<file path="src/rtl/sna_request.sv">
// Slave-side NoC request adapter: reassembles header/body/tail packets into AXI4-Lite
// write or read transactions and hands each response to the response packetizer.
module sna_request #(
  parameter int unsigned NUM_VC = 8,
  parameter int unsigned FLIT_W = 37
) (
  input  logic              clock,
  input  logic              reset,
  input  logic [FLIT_W-1:0] noc_data,
  input  logic              is_valid,
  output logic [NUM_VC-1:0] is_on_off,
  output logic [NUM_VC-1:0] is_allocatable,
  output logic [31:0]       awaddr,
  output logic              awvalid,
  input  logic              awready,
  output logic [31:0]       wdata,
  output logic [3:0]        wstrb,
  output logic              wvalid,
  input  logic              wready,
  input  logic [1:0]        bresp,
  input  logic              bvalid,
  output logic              bready,
  output logic [31:0]       araddr,
  output logic              arvalid,
  input  logic              arready,
  input  logic [31:0]       rdata,
  input  logic [1:0]        rresp,
  input  logic              rvalid,
  output logic              rready,
  output logic              resp_valid,
  input  logic              resp_ready,
  output logic              resp_write,
  output logic [31:0]       resp_data,
  output logic [1:0]        resp_code,
  output logic [2:0]        resp_vc,
  output logic              protocol_error
);

  localparam logic [1:0] FlitBody   = 2'b00;
  localparam logic [1:0] FlitTail   = 2'b01;
  localparam logic [1:0] FlitHeader = 2'b10;

  typedef enum logic [2:0] {
    StIdle, StRxBody, StRxTail, StWrAddrData, StWrResp, StRdAddr, StRdData, StHandoff
  } state_e;

  state_e      state_q;
  logic [31:0] addr_q;
  logic [1:0]  flit_type;
  logic [2:0]  flit_vc;
  logic [31:0] payload;

  assign flit_type = noc_data[FLIT_W-1 -: 2];
  assign flit_vc   = noc_data[FLIT_W-3 -: 3];
  assign payload   = noc_data[31:0];

  // One address register serves both channels; only one of them is ever valid.
  assign awaddr = addr_q;
  assign araddr = addr_q;

  always_ff @(posedge clock) begin
    if (reset) begin
      state_q        <= StIdle;
      addr_q         <= '0;
      wdata          <= '0;
      wstrb          <= '0;
      awvalid        <= 1'b0;
      wvalid         <= 1'b0;
      bready         <= 1'b0;
      arvalid        <= 1'b0;
      rready         <= 1'b0;
      resp_valid     <= 1'b0;
      resp_write     <= 1'b0;
      resp_data      <= '0;
      resp_code      <= '0;
      resp_vc        <= '0;
      is_on_off      <= '1;
      is_allocatable <= '1;
      protocol_error <= 1'b0;
    end else begin
      unique case (state_q)
        StIdle: begin
          if (is_valid) begin
            if (flit_type == FlitHeader) begin
              addr_q         <= payload;
              resp_vc        <= flit_vc;
              is_on_off      <= '0;
              is_allocatable <= '0;
              state_q        <= StRxBody;
            end else begin
              protocol_error <= 1'b1;
            end
          end
        end
        StRxBody: begin
          if (is_valid) begin
            if (flit_type == FlitBody) begin
              wdata   <= payload;
              state_q <= StRxTail;
            end else if (flit_type == FlitTail) begin
              arvalid <= 1'b1;
              state_q <= StRdAddr;
            end else begin
              protocol_error <= 1'b1;
            end
          end
        end
        StRxTail: begin
          if (is_valid) begin
            if (flit_type == FlitTail) begin
              wstrb   <= payload[3:0];
              awvalid <= 1'b1;
              wvalid  <= 1'b1;
              state_q <= StWrAddrData;
            end else begin
              protocol_error <= 1'b1;
            end
          end
        end
        StWrAddrData: begin
          if (is_valid) protocol_error <= 1'b1;
          if (awready) awvalid <= 1'b0;
          if (wready) wvalid <= 1'b0;
          // A channel already handshaken counts as done; both may finish on the same edge.
          if ((!awvalid || awready) && (!wvalid || wready)) begin
            bready  <= 1'b1;
            state_q <= StWrResp;
          end
        end
        StWrResp: begin
          if (is_valid) protocol_error <= 1'b1;
          if (bvalid) begin
            bready     <= 1'b0;
            resp_code  <= bresp;
            resp_data  <= '0;
            resp_write <= 1'b1;
            resp_valid <= 1'b1;
            state_q    <= StHandoff;
          end
        end
        StRdAddr: begin
          if (is_valid) protocol_error <= 1'b1;
          if (arready) begin
            arvalid <= 1'b0;
            rready  <= 1'b1;
            state_q <= StRdData;
          end
        end
        StRdData: begin
          if (is_valid) protocol_error <= 1'b1;
          if (rvalid) begin
            rready     <= 1'b0;
            resp_code  <= rresp;
            resp_data  <= rdata;
            resp_write <= 1'b0;
            resp_valid <= 1'b1;
            state_q    <= StHandoff;
          end
        end
        StHandoff: begin
          if (is_valid) protocol_error <= 1'b1;
          if (resp_ready) begin
            resp_valid     <= 1'b0;
            is_on_off      <= '1;
            is_allocatable <= '1;
            state_q        <= StIdle;
          end
        end
        default: state_q <= StIdle;
      endcase
    end
  end

endmodule

</file>
<file path="config.mk">
export PLATFORM = sky130hd
export DESIGN_NAME = sna_request
export DESIGN_NICKNAME = d
export VERILOG_FILES = /design/src/rtl/sna_request.sv
export SDC_FILE = /design/constraint.sdc
export NUM_CORES = 1
export LEC_CHECK = 0
export BUFFER_PORTS_ARGS = -buffer_cell sky130_fd_sc_hd__buf_2
export CAP_MARGIN = 10
export CORE_MARGIN = 2
export CORE_UTILIZATION = 49
export DETAILED_ROUTE_END_ITERATION = 8
export GPL_TIMING_DRIVEN = 0
export PLACE_DENSITY = 0.83
export SYNTH_ARGS = -nofsm -noshare
export SYNTH_HDL_FRONTEND = slang
export SYNTH_SLANG_ARGS = --single-unit
</file>
<file path="constraint.sdc">
create_clock -name clock -period 4.2 [get_ports clock]
set_input_delay 1.26 -clock clock [delete_from_list [all_inputs] [get_ports clock]]
set_output_delay 1.26 -clock clock [all_outputs]
set_load 0.02 [all_outputs]
</file>
Word level (Yosys, flattened, before mapping)
Cells that the tools add are included.

storage, ports and cells
  bits in registers = 124
  input bits = 82
  logic and storage cells = 122

operators by class
  eq/ne operators = 26
  multiplexer cells = 52
  reductions and logical operators = 28

operators with widths
  operator            count
  $mux 32             2
  $pmux 32 s2         1
  $mux 3              12
  $ne 2x2->1 const B  15
  $mux 8              3
  $pmux 3 s8          1
  $mux 1              21
  $reduce_and 3->1    6
  $pmux 8 s2          1
  $reduce_and 4->1    4
  $eq 3x3->1 const B  4
  $pmux 1 s2          6
  $reduce_bool 2->1   6
  $reduce_and 11->1   1
  $eq 3x2->1 const B  2
  $reduce_and 6->1    1
  $reduce_and 5->1    1
  $reduce_or 5->1     1
  $mux 2              2
  $pmux 1 s4          1
  $pmux 2 s2          1
  $eq 3x1->1 const B  1
  $logic_not 3->1     1
  $ne 3x3->1 const B  1
  9 further kinds     11

Depth between registers and ports, before layout
Gate-level depths: netlist (run 1).

  word-level depth = 5
  gate-level depth with buffers = 7

Worst setup path after synthesis (run 1)
No wires, ideal clock.

  path type = input-to-reg
  start point = input port reset
  end point = register addr_q[14] (netlist: araddr[14])
  data arrival time = 2112 ps
  required time = 4063 ps
  path slack = 1952 ps
  stages = 4
  path through = clkbuf_1 > clkbuf_1 > clkbuf_1 > a21oi_1

RTL lines
  item                    line  text
  start: declaration      8     input logic reset,
  end signal: assignment  85    addr_q <= payload;
  end: declaration        48    logic [31:0] addr_q;

No word-level cell between the ends.

==> results of run 1 <==
-- cell usage after synthesis (3+ instances only) --
master | count | area [sq um]
a211oi_1 | 3 | 22.5
a21oi_1 | 94 | 470
a21oi_2 | 8 | 70.1
a311oi_1 | 3 | 26.3
buf_2 | 13 | 65.1
buf_4 | 57 | 428
buf_6 | 4 | 45.0
clkbuf_1 | 16 | 60.1
dfxtp_1 | 117 | 2340
inv_1 | 4 | 15.0
mux2i_1 | 5 | 50.1
nand2_1 | 173 | 649
nand2b_1 | 4 | 25.0
nand3_1 | 36 | 180
nor2_1 | 15 | 56.3
nor3_1 | 6 | 30.0
-- critical path: cells and delay by family (launching register included) --
family	cells	cell delay [ns]
flip-flops	1	0.64
buffers and inverters	2	0.35
-- how the worst max path moves through the flow --
stage,start,endpoint,slack (ns),cells past startpoint
6_report,is_allocatable[6],is_allocatable[4],1.45,2
5_1_grt,is_allocatable[6],is_allocatable[4],1.35,2
4_1_cts,is_allocatable[6],is_allocatable[4],1.43,2
3_5_place_dp,reset,wdata[2],1.38,4
3_3_place_gp,reset,wdata[11],1.40,4
2_1_floorplan,reset,araddr[14],1.95,4
-- metal layers --
layer	global-route usage, %	vias to the layer above	share of wire [%]
li1	-	2459	-
met1	30.4	2261	41
met2	44.0	210	50
met3	7.80	12	8.1
met4	6.27	0	1.0
met5	0	-	0
-- layout make-up --
class	instances	area [sq um]
Inverter	4	15.0
Multi-Input combinational cell	383	1920
Clock inverter	13	173
Fill cell	843	2880
Buffer	90	598
Tap cell	133	166
Clock buffer	19	432
Timing Repair Buffer	241	1210
Sequential cell	117	2340
-- stage by stage --
stage | std cells | worst slack, ns | area (sq um) | hold slack [ns]
final | 1000 | 1.45 | 6850 | 0.451
after floorplan | 594 | 1.95 | 4870 | 0.533
after detailed placement | 968 | 1.38 | 6250 | 0.445
after global routing | 1000 | 1.35 | 6850 | 0.470
after global placement | 968 | 1.40 | 6250 | 0.439
after CTS | 1000 | 1.43 | 6850 | 0.453
-- cells by family after synthesis --
group | count (synthesis)
and+or+nand+nor | 255
AOI/OAI and AO/OA | 122
DFF | 117
buffers and inverters | 94
muxes | 6
-- power by group through the flow --
stage                     Combinational (uW)  Sequential [uW]  Clock (uW)
after floorplan                          223             1220           0
after global placement                   389             1190           0
after detailed placement                 394             1190           0
after CTS                                395             1170        1480
after global routing                     426             1170        1540
final                                    395             1170        1460
-- flip-flops by register name, summed over array words and instances (netlist names) --
name / cells
araddr: 32
arvalid: 1
awvalid: 1
bready: 1
is_allocatable: 1
protocol_error: 1
resp_code: 2
resp_data: 32
resp_valid: 1
resp_vc: 3
resp_write: 1
rready: 1
state_q: 3
wdata: 32
wstrb: 4
wvalid: 1
==> metrics.yaml, run 1 <==
yosys_warnings: 0
grt_use_total_pct: 25.3
period_share_pct: 65.4
cp_max_fo: 17
grt_setup_unrepaired: "false"
yosys.area_share.xor_xnor_pct: 0
slew_viol_final: 0
rows: 36
initialDrtViolationCount: 192
min_to: "wdata[19]"
syn-num-nets: 676
drv_cap: 0
cts.sinks: 117
drive_gt1_share_pct: 42.0
wl_per_cell_microns: 14.1
crit_path_start_kind: "register"
avgSynthCellArea_sq_um: 8.20
sw_frac_of_total_pct: 26.1
yosys.area_share.adder_pct: 0
vias: 4942
die-area_sq_mm: 0.0108
globalplace.congestion: 0.901
p_per_area_mw_per_mm2: 441
outcome: "finished, final reports clean"
seqPwrFrac_pct: 38.6
combPwrFrac_pct: 13.1
yosys-mux-area-fraction_pct: 1.26
insertion_delay_ns: 0.50
cts_tree: "yes"
irDropWorstVdd_mv: 0.253
post_cts_resized: 0
slowest_delay_ns: 0.64
timing.fmax_mhz: 364
path_class: "reg2out"
synth_edf_count: 0
route.detailed.drc: 0
grt_pass1_vias: 4360
final_nets: 936
async_flop_share_pct: 0
power.total_uw: 3020
die_h_microns: 104
grt_max_degree: 18
ys_seq_elements: 117
cts-htree-levels: 4
r2r_start: "state_q[2]"
viasPerCell: 4.94
path_cells: "buf_4, buf_2"
worst_pin_slew_ns: 0.672
tns_ns: 0
synth_cell_types: 47
fp.dieW_microns: 104
post_synth_inst_count: 594
syn-cell-area_sq_mm: 0.00487
final_common_cell: "buf_2"
switchingPower_uw: 788
hold_start: "wdata[19]"
finalHoldViolations: 0
ant_nets: 0
path_clk_slew_ns: 0.06
ys.flop_type: "dfxtp_1"
first_pass_iters: 4
root_buffer: "clkbuf_8"
drt-total-wl_microns: 14100
worst_hold_path_type: "reg2reg"
syn2layout_area_growth_pct: 40.6
crit_slowest_cell: "dfxtp_1"
intPower_uw: 2230
min_path_cells: 2
ys_seq_area_share_pct: 48.1
arrival_ns: 1.49
fin_crit_ns: 2.75
layout_common_cells: "buf_2 (254), nand2_1 (173), dfxtp_1 (117)"
overflow: 0
utilization_pct: 70.4
r2r_cells: 5
leakagePower_uw: 0.00322
clk_path_buf_depth: 2
clkPwrFrac_pct: 48.4
antenna_found_initial: 0
coreArea_sq_mm: 0.00973
critPathCaptureType: "primary output"
reg2reg_slack_ns: 2.55
cts_made_buffers: 17
pin_count: 243
io_buffers: 241
n_antenna_cell: 0
synth_compound_area_share_pct: 14.4
crit_required_ns: 2.94
postCtsHoldBufs: 0
clock_skew_ns: 0.0153
grt_pass1_wl_microns: 22100
r2r_end: "wdata[11]"
place.detailed.hpwl_microns: 10500
initial_core_util_pct: 50.1
slew_headroom_pct: 54.9
synth_top_family_by_area: "simple AND/OR/NAND/NOR gates"
synth-simple-area-share_pct: 23.7
setup_violations: 0
postCtsSetupRepairBufs: 0
Power figures use the tool's default switching activity.
==> run 2, diff against run 1 <==
ABC_AREA = 1   (was unset)
CORE_UTILIZATION = 45   (was 49)
PLACE_DENSITY = 0.78   (was 0.83)
clock period = 2.6 ns   (was 4.2 ns; I/O delays follow)
==> run 2 against run 1 <==
Against the previous run:
- clock power up 67%
- critical endpoint is now is_allocatable[5]
- non-clock buffer count down 9
- sequential share of layout area up 0.93 points
- final cell count up 3.1%
- critical path type unchanged
- synthesized area down 4.2%
==> metrics.yaml, run 2 <==
fin_crit_ns: 2.30
grt_use_total_pct: 23.9  # -1.3 points
slowest_delay_ns: 0.66  # +0.02 ns
initial_core_util_pct: 45.8  # -4.2 points
syn-num-nets: 704  # +4.1%
syn-cell-area_sq_mm: 0.00467  # -4.2%
synth_top_family_by_area: "simple AND/OR/NAND/NOR gates"
fillers: 958  # +14%
slew_headroom_pct: 64.0  # +9.2 points
initialDrtViolationCount: 132  # -31%
final_nets: 965  # +3.1%
antenna_found_initial: 0  # unchanged
grt_pass1_wl_microns: 21400  # -3.1%
n_antenna_cell: 0  # unchanged
route.detailed.drc: 0  # unchanged
intPower_uw: 4020  # +80%
synth_area_leaders: "dfxtp_1 (50%), nor2_1 (13%), o21ai_0 (8.3%)"
leakagePower_uw: 0.00337  # +4.5%
yosys-mux-area-fraction_pct: 0  # -1.3 points
postCtsSetupRepairBufs: 0  # unchanged
path_class: "reg2out"
cts.sinks: 117  # unchanged
cts-htree-levels: 4  # unchanged
sw_frac_of_total_pct: 31.2  # +5.2 points
drt-total-wl_microns: 13500  # -4.0%
worst_pin_slew_ns: 0.539  # -0.133 ns
fp.dieW_microns: 106  # +2.1%
rows: 37  # +2.8%
outcome: "finished, final reports clean"
syn2layout_area_growth_pct: 42.8
arrival_ns: 1.52  # +0.03 ns
crit_buf_inv: 2  # unchanged
async_flop_share_pct: 0  # unchanged
worst_hold_path_type: "reg2reg"
die_h_microns: 106  # +2.1%
path_cells: "buf_4, buf_2"
clk_path_buf_depth: 2  # unchanged
cp_max_fo: 17  # unchanged
seqPwrFrac_pct: 35.4  # -3.2 points
period_share_pct: 88.3
combPwrFrac_pct: 22.9  # +9.8 points
vias: 4906  # -0.73%
coreArea_sq_mm: 0.0102  # +4.7%
p_per_area_mw_per_mm2: 877  # +99%
avgSynthCellArea_sq_um: 7.51  # -8.5%
ys_seq_area_share_pct: 50.2  # +2.1 points
crit_slowest_cell: "dfxtp_1"
clkPwrFrac_pct: 41.7  # -6.7 points
yosys.area_share.adder_pct: 0  # unchanged
critPathTopFamily: "flip-flops"
min_path_cells: 2  # unchanged
irDropWorstVdd_mv: 0.395  # +56%
wl_per_cell_microns: 13.1  # -6.9%
r2r_cells: 6  # +1
dp.cells: 1000  # +3.3%
pin_count: 243  # unchanged
cts_made_buffers: 17  # unchanged
yosys_warnings: 0  # unchanged
postCtsHoldBufs: 0  # unchanged
final_common_cell: "buf_2"
die-area_sq_mm: 0.0112  # +4.2%
r2r_end: "araddr[24]"
r2r_start: "state_q[0]"
clock_skew_ns: 0.0118  # -0.00354 ns
critPathLaunch: "is_allocatable[6]"
grt_setup_unrepaired: "false"
post_cts_resized: 0  # unchanged
overflow: 0  # unchanged
synth_edf_count: 0  # unchanged
tns_ns: 0  # unchanged
ys_top_cells_by_count: "nor2_1 (159), dfxtp_1 (117), nand2_1 (91)"
root_buffer: "clkbuf_8"
insertion_delay_ns: 0.51  # about the same
switchingPower_uw: 1830  # +130%
ys_seq_elements: 117  # unchanged
timing.fmax_mhz: 435
place.detailed.hpwl_microns: 10000  # -4.0%
synth_compound_area_share_pct: 13.4  # -0.93 points
reg2reg_slack_ns: 0.83  # -1.72 ns
grt_max_degree: 18  # unchanged
pre_cts_slack_ns: 0.421  # -0.962 ns
worst_slack_ns: 0.303  # -1.15 ns
hold_start: "arvalid"
critPathCaptureType: "primary output"
fin_cells: 1031  # +3.1%
io_buffers: 242  # +0.41%
drv_cap: 0  # unchanged
globalplace.congestion: 0.846  # -6.1%
setup_violations: 0  # unchanged
synth_top_area_share_pct: 50.2  # +2.1 points
synth.most_common_cell: "nor2_1"
yosys.area_share.xor_xnor_pct: 0  # unchanged
slew_viol_final: 0  # unchanged
cts_tree: "yes"
layout_common_cells: "buf_2 (253), nor2_1 (159), dfxtp_1 (117)"
grt_pass1_vias: 4508  # +3.4%
synth_top_area_cell: "dfxtp_1"
drive_gt1_share_pct: 38.4  # -3.5 points
crit_path_start_kind: "register"
min_to: "arvalid"
ant_nets: 0  # unchanged
synth_cell_types: 23  # -51%
first_pass_iters: 4  # unchanged
finalHoldViolations: 0  # unchanged
path_clk_slew_ns: 0.06  # about the same
ys.flop_type: "dfxtp_1"
post_synth_inst_count: 622  # +4.7%
synth-simple-area-share_pct: 23.5  # -0.25 points
crit_required_ns: 1.82  # -1.12 ns
viasPerCell: 4.76  # -3.7%
run 2: area by class of cell:
type	instances	area, sq um	share of cell area [%]
well taps	136	170	2.55
clock inverters	14	204	3.06
inverters	26	97.6	1.46
clock buffers	17	414	6.21
plain buffers	80	505	7.58
multi-input cells	399	1720	25.9
repair buffers	242	1210	18.2
flip-flops and latches	117	2340	35.1
run 2: cells by family after synthesis:
group           after synthesis
simple gates                276
compound gates              123
flops                       117
buf+inv                     106
run 2: power by group through the flow:
| stage | Clock, uW | Sequential, uW | Combinational [uW] |
|---|---|---|---|
| after floorplan | 0 | 2280 | 733 |
| after global placement | 0 | 2110 | 1330 |
| after detailed placement | 0 | 2110 | 1340 |
| after CTS | 2450 | 2070 | 1350 |
| after global routing | 2540 | 2090 | 1480 |
| final | 2440 | 2070 | 1340 |
run 2: stage by stage:
| step | hold slack [ns] | instance area, sq um | util [%] | total power, uW |
|---|---|---|---|---|
| floorplan | 0.522 | 4670 | - | 3010 |
| finish | 0.457 | 6670 | 65.5 | 5850 |
| global route | 0.454 | 6670 | 65.5 | 6120 |
| global placement | 0.442 | 6050 | 59.4 | 3430 |
| CTS | 0.455 | 6670 | 65.5 | 5870 |
| detailed placement | 0.447 | 6050 | 59.4 | 3450 |
run 2: worst max path at each step:
stage                         to  slack (ns)  cells after the start
5_1_grt        is_allocatable[2]        0.21                      2
4_1_cts             is_on_off[4]        0.27                      2
3_3_place_gp          araddr[19]        0.44                      6
2_1_floorplan  is_allocatable[1]        0.92                      1
6_report       is_allocatable[5]        0.30                      2
3_5_place_dp          araddr[12]        0.42                      6
run 2: worst reg2reg max path, delay by kind of cell, from the launching register on:
family / cells / cell delay [ns]
flops: 1 / 0.35
simple gates: 4 / 0.79
buf+inv: 2 / 0.56
run 2: per-layer routing:
metal,vias to the layer above,track usage (%),part of all wire (%)
li1,2480,-,-
met1,2202,27.4,40
met2,197,41.7,49
met3,27,6.62,8.3
met4,0,10.2,2.4
met5,-,0,0
==> run 3, diff against run 2 <==
CORE_UTILIZATION = 41   (was 45)
GPL_ROUTABILITY_DRIVEN = 0   (was unset)
PLACE_DENSITY = 0.75   (was 0.78)
clock period = 2.1 ns   (was 2.6 ns; I/O delays follow)
==> run 3 against run 2 <==
Against the previous run:
- worst setup slack got worse by 0.075 ns
- first-iteration DRC count up 140%
- non-clock buffer count is the same
- utilization down 5.0 points
- clock power up 17%
- critical path type unchanged
- register-to-register slack worse by 0.48 ns
==> metrics.yaml, run 3 (synthesis gave the netlist of run 2 again) <==
grt_setup_unrepaired: "false"
leakagePower_uw: 0.00335  # -0.34%
pin_count: 243  # unchanged
drv_cap: 0  # unchanged
grt_pass1_wl_microns: 21300  # -0.61%
vias: 4825  # -1.7%
combPwrFrac_pct: 23.4  # +0.5 points
postCtsSetupRepairBufs: 0  # unchanged
layout_common_cells: "buf_2 (253), nor2_1 (159), dfxtp_1 (116)"
fillers: 1069  # +12%
placed_area_sq_mm: 0.00606  # about the same
seqCellArea_sq_mm: 0.00234  # about the same
drive_gt1_share_pct: 38.5  # +0.069 points
multi_input_area_sq_mm: 0.00172  # unchanged
finalHoldViolations: 0  # unchanged
route.detailed.drc: 0  # unchanged
worst_hold_path_type: "in2reg"
arrival_ns: 1.24  # -0.28 ns
post_cts_resized: 1  # +1
worst_slack_ns: 0.228  # -0.0753 ns
slew_viol_final: 0  # unchanged
grt_max_degree: 18  # unchanged
clk_path_buf_depth: 2  # unchanged
final_common_cell: "buf_2"
rows: 38  # +2.7%
path_class: "reg2out"
die-area_sq_mm: 0.0123  # +9.4%
slowest_delay_ns: 0.52  # -0.14 ns
crit_path_start_kind: "register"
n_antenna_cell: 0  # unchanged
clkPwrFrac_pct: 40.4  # -1.3 points
root_buffer: "clkbuf_16"
initial_core_util_pct: 42.5  # -3.3 points
place.detailed.hpwl_microns: 10300  # +2.1%
viasPerCell: 4.66  # -2.1%
outcome: "finished, final reports clean"
wl_per_cell_microns: 12.8  # -1.9%
postCtsHoldBufs: 0  # unchanged
crit_required_ns: 1.47  # -0.35 ns
initialDrtViolationCount: 315  # +140%
cts-htree-levels: 4  # unchanged
final_nets: 965  # unchanged
period_share_pct: 89.2
overflow: 0  # unchanged
timing.fmax_mhz: 534
coreArea_sq_mm: 0.0110  # +7.8%
critPathCaptureType: "primary output"
clock_skew_ns: 0.0112  # -0.000569 ns
cts.sinks: 117  # unchanged
dp.cells: 1004  # +0.40%
syn2layout_area_growth_pct: 42.3
io_buffers: 242  # unchanged
worst_pin_slew_ns: 0.533  # -0.00593 ns
fin_cells: 1036  # +0.48%
ant_nets: 0  # unchanged
crit_slowest_cell: "dfxtp_2"
pre_cts_slack_ns: 0.0518  # -0.369 ns
path_cells: "buf_4, buf_2"
path_clk_slew_ns: 0.06  # about the same
fin_crit_ns: 1.87
p_per_area_mw_per_mm2: 1070  # +21%
sw_frac_of_total_pct: 31.7  # +0.42 points
stdcell_area_sq_mm: 0.00665  # -0.34%
cts_made_buffers: 17  # unchanged
cts_tree: "yes"
insertion_delay_ns: 0.40  # -0.11 ns
slew_headroom_pct: 64.5  # +0.44 points
tns_ns: 0  # unchanged
grt_pass1_vias: 4470  # -0.84%
fp.dieW_microns: 111  # +4.6%
drt-total-wl_microns: 13300  # -1.5%
antenna_found_initial: 0  # unchanged
die_h_microns: 111  # +4.6%
setup_violations: 0  # unchanged
grt_use_total_pct: 21.2  # -2.7 points
cp_max_fo: 17  # unchanged
seqPwrFrac_pct: 36.3  # +0.9 points
switchingPower_uw: 2240  # +23%
first_pass_iters: 4  # unchanged
irDropWorstVdd_mv: 0.567  # +43%
intPower_uw: 4840  # +20%
-- run 3: changes by cell type in the layout (fill, tap and decap cells not counted) --
cell / change
bufinv_16: -2
inv_6: +4
dfxtp_2: +1
clkbuf_16: +1
clkinv_4: -3
clkbuf_1: +1
dfxtp_1: -1
clkinv_2: +1
inv_8: -1
-- run 3: area by class of cell --
class | count | area share (%)
tap | 140 | 2.64
clock inverter | 13 | 2.20
multi-input combinational | 399 | 25.9
clock buffer | 19 | 6.66
buffer | 80 | 7.61
timing repair buffer | 242 | 18.2
inverter | 26 | 1.47
sequential | 117 | 35.3
-- run 3: worst paths after layout --
kind,slack [ns],to,cells after the start,from
setup / recovery,0.23,is_on_off[4],2,is_allocatable[6]
hold / removal,0.42,wvalid,2,wready
setup reg to reg,0.35,araddr[2],6,state_q[0]
hold reg to reg,0.46,arvalid,2,arvalid
-- run 3: layer usage --
layer | vias to the layer above | routed length, microns | track usage [%] | part of all wire (%)
li1 | 2481 | - | - | -
met1 | 2154 | 5660 | 25.5 | 43
met2 | 186 | 6550 | 36.4 | 49
met3 | 4 | 1030 | 6.89 | 7.7
met4 | 0 | 61 | 5.92 | 0.46
met5 | - | 0 | 0 | 0
-- run 3: power groups by stage --
stage / sequential, uW / combinational, uW / clock, uW
2_1_floorplan: 2820 / 907 / 0
3_3_place_gp: 2610 / 1650 / 0
3_5_place_dp: 2610 / 1660 / 0
4_1_cts: 2570 / 1660 / 2910
5_1_grt: 2600 / 1810 / 3020
6_report: 2570 / 1660 / 2860
-- run 3: worst max-delay path, delay by kind of cell (launching register included) --
| family | cells | cell delay, ns |
|---|---|---|
| DFF | 1 | 0.52 |
| buffers and inverters | 2 | 0.31 |
-- run 3: metrics by stage --
stage          total power, uW  utilization [%]  hold WS, ns
6_report                  7080             60.5        0.416
5_1_grt                   7420             60.5        0.400
4_1_cts                   7150             60.5        0.401
3_5_place_dp              4270             55.1        0.449
3_3_place_gp              4260             55.1        0.439
2_1_floorplan             3730                -        0.522
